$ cat config.mk
export PLATFORM = sky130hd
export DESIGN_NAME = mem_arbiter_flat
export DESIGN_NICKNAME = d
export VERILOG_FILES = /design/src/rtl/mem_arb_pkg.sv /design/src/rtl/mem_arbiter_if.sv /design/src/rtl/mem_arb_pick.sv /design/src/rtl/mem_arbiter.sv /design/src/flat_wrapper.sv
export SDC_FILE = /design/constraint.sdc
export NUM_CORES = 1
export LEC_CHECK = 0
export CORE_AREA = 2 2 109 111
export DETAILED_ROUTE_END_ITERATION = 7
export DIE_AREA = 0 0 111 113
export GPL_ROUTABILITY_DRIVEN = 0
export PLACE_DENSITY = 0.87
export REMOVE_ABC_BUFFERS = 1
export SLEW_MARGIN = 40
export SYNTH_ARGS = -nofsm -noshare
export SYNTH_HDL_FRONTEND = slang
export SYNTH_SLANG_ARGS = --single-unit
$ cat constraint.sdc
create_clock -name clk -period 1.5 [get_ports clk]
set_input_delay 0.225 -clock clk [delete_from_list [all_inputs] [get_ports clk]]
set_output_delay 0.225 -clock clk [all_outputs]
set_load 0.05 [all_outputs]
$ cat src/rtl/mem_arb_pkg.sv
// Shared types and width defaults for the two-requester memory arbiter.
package mem_arb_pkg;

  localparam int AW_DEF = 32;
  localparam int DW_DEF = 32;

  typedef enum logic [1:0] {
    IDLE = 2'd0,
    REQ  = 2'd1,
    WAIT = 2'd2
  } state_e;

  typedef enum logic {
    OWN_IF = 1'b0,
    OWN_LS = 1'b1
  } owner_e;

endpackage

$ cat src/rtl/mem_arbiter_if.sv
// Bus bundle for the arbiter: fetch port, load/store port and shared memory port.
interface mem_arbiter_if
  import mem_arb_pkg::*;
#(
  parameter int AW = AW_DEF,
  parameter int DW = DW_DEF
);
  logic            if_req_valid;
  logic            if_req_ready;
  logic [AW-1:0]   if_addr;
  logic            if_resp_valid;
  logic [DW-1:0]   if_rdata;

  logic            ls_req_valid;
  logic            ls_req_ready;
  logic [AW-1:0]   ls_addr;
  logic            ls_wen;
  logic [DW-1:0]   ls_wdata;
  logic [DW/8-1:0] ls_wmask;
  logic            ls_resp_valid;
  logic [DW-1:0]   ls_rdata;

  logic            mem_req_valid;
  logic            mem_req_ready;
  logic [AW-1:0]   mem_addr;
  logic            mem_wen;
  logic [DW-1:0]   mem_wdata;
  logic [DW/8-1:0] mem_wmask;
  logic            mem_resp_valid;
  logic [DW-1:0]   mem_rdata;

  // Arbiter side
  modport slave (
    input  if_req_valid, if_addr,
    output if_req_ready, if_resp_valid, if_rdata,
    input  ls_req_valid, ls_addr, ls_wen, ls_wdata, ls_wmask,
    output ls_req_ready, ls_resp_valid, ls_rdata,
    output mem_req_valid, mem_addr, mem_wen, mem_wdata, mem_wmask,
    input  mem_req_ready, mem_resp_valid, mem_rdata
  );

  // Requester/memory side
  modport master (
    output if_req_valid, if_addr,
    input  if_req_ready, if_resp_valid, if_rdata,
    output ls_req_valid, ls_addr, ls_wen, ls_wdata, ls_wmask,
    input  ls_req_ready, ls_resp_valid, ls_rdata,
    input  mem_req_valid, mem_addr, mem_wen, mem_wdata, mem_wmask,
    output mem_req_ready, mem_resp_valid, mem_rdata
  );
endinterface

$ cat src/rtl/mem_arb_pick.sv
// Combinational winner selection. MEM_ARB_RR_EN selects round-robin ties,
// otherwise the load/store unit always wins a tie.
module mem_arb_pick
  import mem_arb_pkg::*;
(
  input  logic   if_valid,
  input  logic   ls_valid,
  input  owner_e last_owner,
  output owner_e grant
);

  always_comb begin
    grant = OWN_IF;
    if (if_valid && ls_valid) begin
`ifdef MEM_ARB_RR_EN
      grant = (last_owner == OWN_IF) ? OWN_LS : OWN_IF;
`else
      grant = OWN_LS;
`endif
    end else if (ls_valid) begin
      grant = OWN_LS;
    end
  end

`ifndef MEM_ARB_RR_EN
  // Fixed priority ignores history.
  logic last_owner_unused;
  assign last_owner_unused = (last_owner == OWN_LS);
`endif

endmodule

$ cat src/rtl/mem_arbiter.sv
// Two-requester (fetch, load/store) arbiter onto one memory port, one
// transaction outstanding. MEM_ARB_RR_EN enables round-robin tie breaking.
module mem_arbiter
  import mem_arb_pkg::*;
#(
  parameter int AW = AW_DEF,
  parameter int DW = DW_DEF
) (
  input logic         clk,
  input logic         rst,
  mem_arbiter_if.slave bus
);

  state_e          state_q, state_d;
  owner_e          owner_q, owner_d;
  logic [AW-1:0]   addr_q, addr_d;
  logic            wen_q, wen_d;
  logic [DW-1:0]   wdata_q, wdata_d;
  logic [DW/8-1:0] wmask_q, wmask_d;
  owner_e          grant;
  owner_e          last_owner;
  logic            accept;
  logic            resp_fire;

`ifdef MEM_ARB_RR_EN
  owner_e last_q, last_d;
  assign last_owner = last_q;
`else
  assign last_owner = OWN_IF;
`endif

  mem_arb_pick u_pick (
    .if_valid   (bus.if_req_valid),
    .ls_valid   (bus.ls_req_valid),
    .last_owner (last_owner),
    .grant      (grant)
  );

  // The winner's ready is high whenever it is valid in IDLE, so any valid accepts.
  assign accept = (state_q == IDLE) && (bus.if_req_valid || bus.ls_req_valid);

  always_comb begin
    state_d = state_q;
    owner_d = owner_q;
    addr_d  = addr_q;
    wen_d   = wen_q;
    wdata_d = wdata_q;
    wmask_d = wmask_q;
`ifdef MEM_ARB_RR_EN
    last_d  = last_q;
`endif
    case (state_q)
      IDLE: begin
        if (accept) begin
          state_d = REQ;
          owner_d = grant;
`ifdef MEM_ARB_RR_EN
          last_d  = grant;
`endif
          if (grant == OWN_LS) begin
            addr_d  = bus.ls_addr;
            wen_d   = bus.ls_wen;
            wdata_d = bus.ls_wdata;
            wmask_d = bus.ls_wmask;
          end else begin
            addr_d  = bus.if_addr;
            wen_d   = 1'b0;
            wdata_d = '0;
            wmask_d = '0;
          end
        end
      end
      REQ:     if (bus.mem_req_ready)  state_d = WAIT;
      WAIT:    if (bus.mem_resp_valid) state_d = IDLE;
      default: state_d = IDLE;
    endcase
  end

  always_ff @(posedge clk or negedge rst) begin
    if (!rst) begin
      state_q <= IDLE;
      owner_q <= OWN_IF;
      addr_q  <= '0;
      wen_q   <= 1'b0;
      wdata_q <= '0;
      wmask_q <= '0;
`ifdef MEM_ARB_RR_EN
      last_q  <= OWN_IF;
`endif
    end else begin
      state_q <= state_d;
      owner_q <= owner_d;
      addr_q  <= addr_d;
      wen_q   <= wen_d;
      wdata_q <= wdata_d;
      wmask_q <= wmask_d;
`ifdef MEM_ARB_RR_EN
      last_q  <= last_d;
`endif
    end
  end

  assign bus.if_req_ready = (state_q == IDLE) && bus.if_req_valid && (grant == OWN_IF);
  assign bus.ls_req_ready = (state_q == IDLE) && bus.ls_req_valid && (grant == OWN_LS);

  assign bus.mem_req_valid = (state_q == REQ);
  assign bus.mem_addr      = addr_q;
  assign bus.mem_wen       = (state_q == REQ) && wen_q;
  assign bus.mem_wdata     = wdata_q;
  assign bus.mem_wmask     = wmask_q;

  // Responses only count while a transaction is in WAIT.
  assign resp_fire         = (state_q == WAIT) && bus.mem_resp_valid;
  assign bus.if_resp_valid = resp_fire && (owner_q == OWN_IF);
  assign bus.ls_resp_valid = resp_fire && (owner_q == OWN_LS);
  assign bus.if_rdata      = bus.mem_rdata;
  assign bus.ls_rdata      = bus.mem_rdata;

endmodule

$ cat src/flat_wrapper.sv
// flat-port wrapper written by rule: the top's interface ports become plain ports
module mem_arbiter_flat import mem_arb_pkg::*;
#(
  parameter int AW = AW_DEF,
  parameter int DW = DW_DEF
)
  (clk, rst, bus_if_req_valid, bus_if_addr, bus_if_req_ready, bus_if_resp_valid, bus_if_rdata, bus_ls_req_valid, bus_ls_addr, bus_ls_wen, bus_ls_wdata, bus_ls_wmask, bus_ls_req_ready, bus_ls_resp_valid, bus_ls_rdata, bus_mem_req_valid, bus_mem_addr, bus_mem_wen, bus_mem_wdata, bus_mem_wmask, bus_mem_req_ready, bus_mem_resp_valid, bus_mem_rdata);
  mem_arbiter_if #(.AW(AW), .DW(DW)) bus_i ();
  input logic clk;
  input logic rst;
  input wire logic [$bits(bus_i.if_req_valid)-1:0] bus_if_req_valid;
  input wire logic [$bits(bus_i.if_addr)-1:0] bus_if_addr;
  output wire logic [$bits(bus_i.if_req_ready)-1:0] bus_if_req_ready;
  output wire logic [$bits(bus_i.if_resp_valid)-1:0] bus_if_resp_valid;
  output wire logic [$bits(bus_i.if_rdata)-1:0] bus_if_rdata;
  input wire logic [$bits(bus_i.ls_req_valid)-1:0] bus_ls_req_valid;
  input wire logic [$bits(bus_i.ls_addr)-1:0] bus_ls_addr;
  input wire logic [$bits(bus_i.ls_wen)-1:0] bus_ls_wen;
  input wire logic [$bits(bus_i.ls_wdata)-1:0] bus_ls_wdata;
  input wire logic [$bits(bus_i.ls_wmask)-1:0] bus_ls_wmask;
  output wire logic [$bits(bus_i.ls_req_ready)-1:0] bus_ls_req_ready;
  output wire logic [$bits(bus_i.ls_resp_valid)-1:0] bus_ls_resp_valid;
  output wire logic [$bits(bus_i.ls_rdata)-1:0] bus_ls_rdata;
  output wire logic [$bits(bus_i.mem_req_valid)-1:0] bus_mem_req_valid;
  output wire logic [$bits(bus_i.mem_addr)-1:0] bus_mem_addr;
  output wire logic [$bits(bus_i.mem_wen)-1:0] bus_mem_wen;
  output wire logic [$bits(bus_i.mem_wdata)-1:0] bus_mem_wdata;
  output wire logic [$bits(bus_i.mem_wmask)-1:0] bus_mem_wmask;
  input wire logic [$bits(bus_i.mem_req_ready)-1:0] bus_mem_req_ready;
  input wire logic [$bits(bus_i.mem_resp_valid)-1:0] bus_mem_resp_valid;
  input wire logic [$bits(bus_i.mem_rdata)-1:0] bus_mem_rdata;
  assign bus_i.if_req_valid = bus_if_req_valid;
  assign bus_i.if_addr = bus_if_addr;
  assign bus_if_req_ready = bus_i.if_req_ready;
  assign bus_if_resp_valid = bus_i.if_resp_valid;
  assign bus_if_rdata = bus_i.if_rdata;
  assign bus_i.ls_req_valid = bus_ls_req_valid;
  assign bus_i.ls_addr = bus_ls_addr;
  assign bus_i.ls_wen = bus_ls_wen;
  assign bus_i.ls_wdata = bus_ls_wdata;
  assign bus_i.ls_wmask = bus_ls_wmask;
  assign bus_ls_req_ready = bus_i.ls_req_ready;
  assign bus_ls_resp_valid = bus_i.ls_resp_valid;
  assign bus_ls_rdata = bus_i.ls_rdata;
  assign bus_mem_req_valid = bus_i.mem_req_valid;
  assign bus_mem_addr = bus_i.mem_addr;
  assign bus_mem_wen = bus_i.mem_wen;
  assign bus_mem_wdata = bus_i.mem_wdata;
  assign bus_mem_wmask = bus_i.mem_wmask;
  assign bus_i.mem_req_ready = bus_mem_req_ready;
  assign bus_i.mem_resp_valid = bus_mem_resp_valid;
  assign bus_i.mem_rdata = bus_mem_rdata;
  mem_arbiter #(.AW(AW), .DW(DW)) u_core (.clk(clk), .rst(rst), .bus(bus_i));
endmodule
# ---- Word-level counts from Yosys, hierarchy flattened
# Cells that the tools add are included.
dict set report totals {
  regBits 72
  inputBits 139
  out_inout_bits 138
  elab_cells 37
}
dict set report op_classes {
  eq_ne 5
  muxes 10
  bitwise_logic 2
  n_reduce_logical 14
}
# operator n
set ops {}
lappend ops {{32-bit 2-to-1 mux} 2}
lappend ops {{1-bit logical AND} 10}
lappend ops {{2-bit 2-to-1 mux} 3}
lappend ops {{2-bit one-hot mux with 3 select lines} 1}
lappend ops {{4-bit 2-to-1 mux} 1}
lappend ops {{2-bit by 1-bit != test with 1-bit output (second input constant)} 2}
lappend ops {{1-bit 2-to-1 mux} 3}
lappend ops {{3-bit AND reduction} 1}
lappend ops {{2-bit by 1-bit == test with 1-bit output (second input constant)} 1}
lappend ops {{2-bit == test (second input constant)} 1}
lappend ops {{2-bit zero test} 1}
lappend ops {{2-bit != test (second input constant)} 1}
lappend ops {{1-bit inverter} 2}
lappend ops {{2-bit AND reduction} 1}
lappend ops {{1-bit logical OR} 1}

# ---- Logic depth before layout (Yosys ltp)
dict set report depth {
  word_depth 4
  ltp_mapped 5
  depth_no_buf 3
}

# ---- By module
# A second synthesis with hierarchy kept.
dict set report hier_totals {
  cells_unflattened 344
  hier_area_um2 4001.3
}
# module instances cells_per_inst area_each_um2
set modules_own_cells {}
lappend modules_own_cells {mem_arbiter 1 343 3997.6}
lappend modules_own_cells {mem_arb_pick 1 1 3.8}

# ---- Least setup slack after synthesis
# Ideal clock, no wire load.
dict set report synth_path {
  path_kind {register to output}
  start {register u_core.state_q[1]}
  end {output port bus_mem_wen}
  arrival_time_ns 1.354
  slack_ns -0.079
  path_stages_with_launch 4
  path_buffers 0
  cell_sequence {dfrtp_1 > nand2b_1 > inv_1 > and2_1}
}
dict set report synth_via {
  elab_chain_len 2
}
# element line
set synth_lines {}
lappend synth_lines {{start, declared} mem_arbiter.sv:14} ;# state_e state_q, state_d;
lappend synth_lines {{start signal, assigned} mem_arbiter.sv:91} ;# state_q <= state_d;
lappend synth_lines {{2-bit by 1-bit == test with 1-bit output} n/a}
lappend synth_lines {{named net bus_mem_req_valid} flat_wrapper.sv:24} ;# output wire logic [$bits(bus_i.mem_req_valid)-1:0] bus_mem_req_valid;
lappend synth_lines {{1-bit logical AND} mem_arbiter.sv:108} ;# assign bus.mem_wen = (state_q == REQ) && wen_q;
lappend synth_lines {{end, declared} flat_wrapper.sv:26} ;# output wire logic [$bits(bus_i.mem_wen)-1:0] bus_mem_wen;
# The timed path passes the listed nets, and every way through them passes these cells.

# ---- Worst setup path in the final report
dict set report layout_path {
  start {register u_core.state_q[1]}
  end {output port bus_ls_req_ready}
}
dict set report layout_via {
  elab_chain_len 3
}
# element line
set layout_lines {}
lappend layout_lines {{2-bit zero test} mem_arbiter.sv:104} ;# assign bus.ls_req_ready = (state_q == IDLE) && bus.ls_req_valid && (grant == OWN_LS);
lappend layout_lines {{1-bit logical AND (2 in series)} mem_arbiter.sv:104}
lappend layout_lines {{end, declared} flat_wrapper.sv:21} ;# output wire logic [$bits(bus_i.ls_req_ready)-1:0] bus_ls_req_ready;
# No other way between the ends.

==> impl_metrics.csv <==
group,metric,value,unit
die,die_area,12500,um2
grt,grt_use_met3,0.155,
die,rows,39,
worst_hold_path,hold_path_class,"input port to asynchronous set/reset pin",
sta,final.setup.worst_slack,-0.0256,ns
logic_synthesis,yosysSeqAreaShare,0.509,
placed_design,dpl.hpwl,8520,um
sta,relSlewSlack,0.744,
sta,fin_crit,1.53,ns
clocking,cts.sinks,72,
worst_setup_path,cp_data_required_time,1.27,ns
cells_and_area,fillers,990,
grt,grt_max_degree,73,
worst_setup_path,crit_start,"u_core.state_q[1]",
sta,setup_viol,2,
sta,fin_hold_ws,0.450,ns
sta,worst_pin_slew,0.384,ns
power_and_ir_drop,p_sw,5.94,mW
grt,antenna_found_initial,0,
worst_setup_path,cp_slowest_cell,"dfrtp_1",
run_status,status,"finished with violations",
worst_setup_path,setup.worst_path.end,"bus_ls_req_ready",
cells_and_area,syn2layout_area_growth,54.8,%
die,fp.dieW,111,um
logic_synthesis,syn_area,3540,um2
clocking,h-tree-depth,3,
sta,fmaxAchievable,0.655,GHz
worst_setup_path,crit-reg2reg-launch,"u_core.state_q[1]",
placed_design,io_buffer_count,180,
worst_setup_path,path_buf_inv,2,
logic_synthesis,yosys_warnings,0,
die,chipHeight,113,um
power_and_ir_drop,internal-power,7.35,mW
cells_and_area,diodes,0,
power_and_ir_drop,powerDensity,2420,nW/um2
cells_and_area,final_nets,539,
sta,final_hold_viol_count,0,
routing,wl_per_cell,20.5,um
power_and_ir_drop,clkPwrFrac,0.161,
die,fp.coreArea,11300,um2
routing,route.detailed.drc,0,
grt,first_global_vias,2920,
power_and_ir_drop,seq_power_share,0.260,
grt,grt_util_met2,0.249,
placed_design,dp.cells,525,
sta,fin_worst_skew,0.00610,ns
grt,grt_usage,0.180,
die,initial_core_util,0.314,
clocking,worstSkewPairLatency,0.32,ns
grt,grt_overflow,0,
logic_synthesis,synth_seq_cells,72,
grt,grt_busiest_layer,"met2",
clocking,cts-root-buf,"clkbuf_16",
sta,finalCritPeriodShare,1.02,
worst_setup_path,ff2ff_setup_slack,0.07,ns
placed_design,dp_slack,-0.129,ns
die,boundaryPins,277,
sta,slew_viol_final,0,
cells_and_area,final_common_cell,"clkdlybuf4s50_1",
clocking,path_clk_slew,0.06,ns
cells_and_area,instances_no_fill,547,
routing,vias,2627,
routing,final_antenna_net_count,0,
grt,grtUsageMet1,0.210,
clocking,clk_path_buf_depth,2,
grt,grt_pass1_wl,17000,um
worst_setup_path,r2r-end,"u_core.bus.mem_wdata[13]",
routing,drt-initial-drc-count,81,
worst_setup_path,critPathCaptureType,"output port",
worst_setup_path,path_class,"flop to output port",
worst_setup_path,cp.depth,4,
clocking,cts_buffers,9,
cells_and_area,drive_gt1_frac,0.441,
logic_synthesis,ys_types,18,
worst_setup_path,timing.critical_path.mode_cell,"buf_12",
worst_setup_path,cpLargestDelayFamily,"flip-flops",
worst_setup_path,crit_chain,"nor2_4 -> and2_4 -> buf_12 -> buf_12",
worst_setup_path,cp_max_fo,3,
flow_run,cap_violations,0,
worst_setup_path,cp.arrival,1.30,ns
routing,wirelength,11200,um
worst_setup_path,critPathMaxStageDelay,0.42,ns
worst_setup_path,r2r_cells,5,
power_and_ir_drop,switching_share,0.447,
cells_and_area,layout_common_cells,"104 x clkdlybuf4s50_1, 74 x buf_4, 71 x dfrtp_1",
logic_synthesis,avgSynthCellArea,13.2,um2
clocking,tritoncts,"done",
power_and_ir_drop,leakage,2.46,nW
logic_synthesis,netlist_instances,268,
sta,rsz0062_at_grt,"true",
worst_setup_path,start_kind,"flop",
power_and_ir_drop,power.total,13.3,mW
power_and_ir_drop,peakVddDrop,1240,uV
run_status,violations,"setup timing",
routing,dr.pass1.iters,4,
routing,via_per_inst,4.80,
power_and_ir_drop,p_comb_frac,0.579,
## flip-flops by register name, indices dropped and copies added, names as in the netlist
name,cells
u_core.bus.mem_addr,32
u_core.bus.mem_wdata,32
u_core.bus.mem_wmask,4
u_core.state_q,2
u_core.owner_q,1
u_core.wen_q,1
## cell usage after synthesis (all sizes together)
cell | instances | area, um2
a21o | 1 | 7.51
a22o | 38 | 333
dfrtp | 72 | 1800
nand2 | 2 | 7.51
nor2b | 1 | 6.26
inv | 2 | 7.51
buf | 79 | 597
o21ai | 2 | 21.3
nand2b | 1 | 6.26
nor2 | 3 | 13.8
and2 | 2 | 12.5
mux2 | 64 | 721
and3 | 1 | 6.26
## power by group through the flow
stage	registers, mW	clock network [mW]	logic [mW]
after floorplan	6.28	0	1.67
after global placement	3.40	0	7.36
after detailed placement	3.44	0	7.48
after CTS	3.45	2.22	7.70
after global routing	3.57	2.31	8.01
final	3.46	2.14	7.69
## worst min-delay path by stage
stage                     start                 endpoint  cells after the start
5_1_grt        bus_mem_rdata[8]          bus_ls_rdata[8]                      0
6_report                    rst  u_core.bus.mem_addr[14]                      3
2_1_floorplan               rst   u_core.bus.mem_addr[0]                      0
3_3_place_gp                rst  u_core.bus.mem_addr[14]                      2
3_5_place_dp                rst   u_core.bus.mem_addr[7]                      2
4_1_cts                     rst  u_core.bus.mem_addr[14]                      3
## cell families after synthesis
group,synth area share
buffers and inverters,0.171
DFF,0.509
muxes,0.204
AOI/OAI and AO/OA,0.102
and+or+nand+nor,0.0148
## tightest hold or removal path, cell delays in order
cell and delay, ns:
dlygate4sd3_1 0.52, buf_4 0.11, buf_12 0.33
## timing repair
| item | CTS | global route |
|---|---|---|
| gates resized for setup | 8 | 6 |
| hold buffers | 1 | 0 |
| hold endpoints to repair | 72 | 0 |
| pin swaps | 1 | 2 |
| setup buffers | 4 | 1 |
| gates cloned | 1 | 0 |
| endpoints found under the setup margin | 5 | 16 |
## area by class of cell
class / count / area [um2] / share of cell area
Multi-Input combinational cell: 115 / 1170 / 0.213
Timing Repair Buffer: 200 / 2020 / 0.368
Tap cell: 143 / 179 / 0.0326
Sequential cell: 72 / 1800 / 0.329
Inverter: 2 / 7.51 / 0.00137
Clock inverter: 3 / 40.0 / 0.00730
Clock buffer: 12 / 267 / 0.0486
## per-stage QoR
step	setup TNS, ns	area, um2	util
floorplan	-27.52	2940	-
global placement	-3.13	5050	0.448
detailed placement	-3.83	5050	0.448
CTS	-0.129	5450	0.484
global route	-0.378	5480	0.486
finish	-0.0461	5480	0.486
## per-layer routing
layer  share of wire  vias up  wire length, um
met2            0.41      214             4630
met3            0.18       10             2010
li1                -     1149                -
met5          0.0052        -               58
met1            0.39     1252             4420
met4          0.0082        2               92
Power figures use the tool's default switching activity.
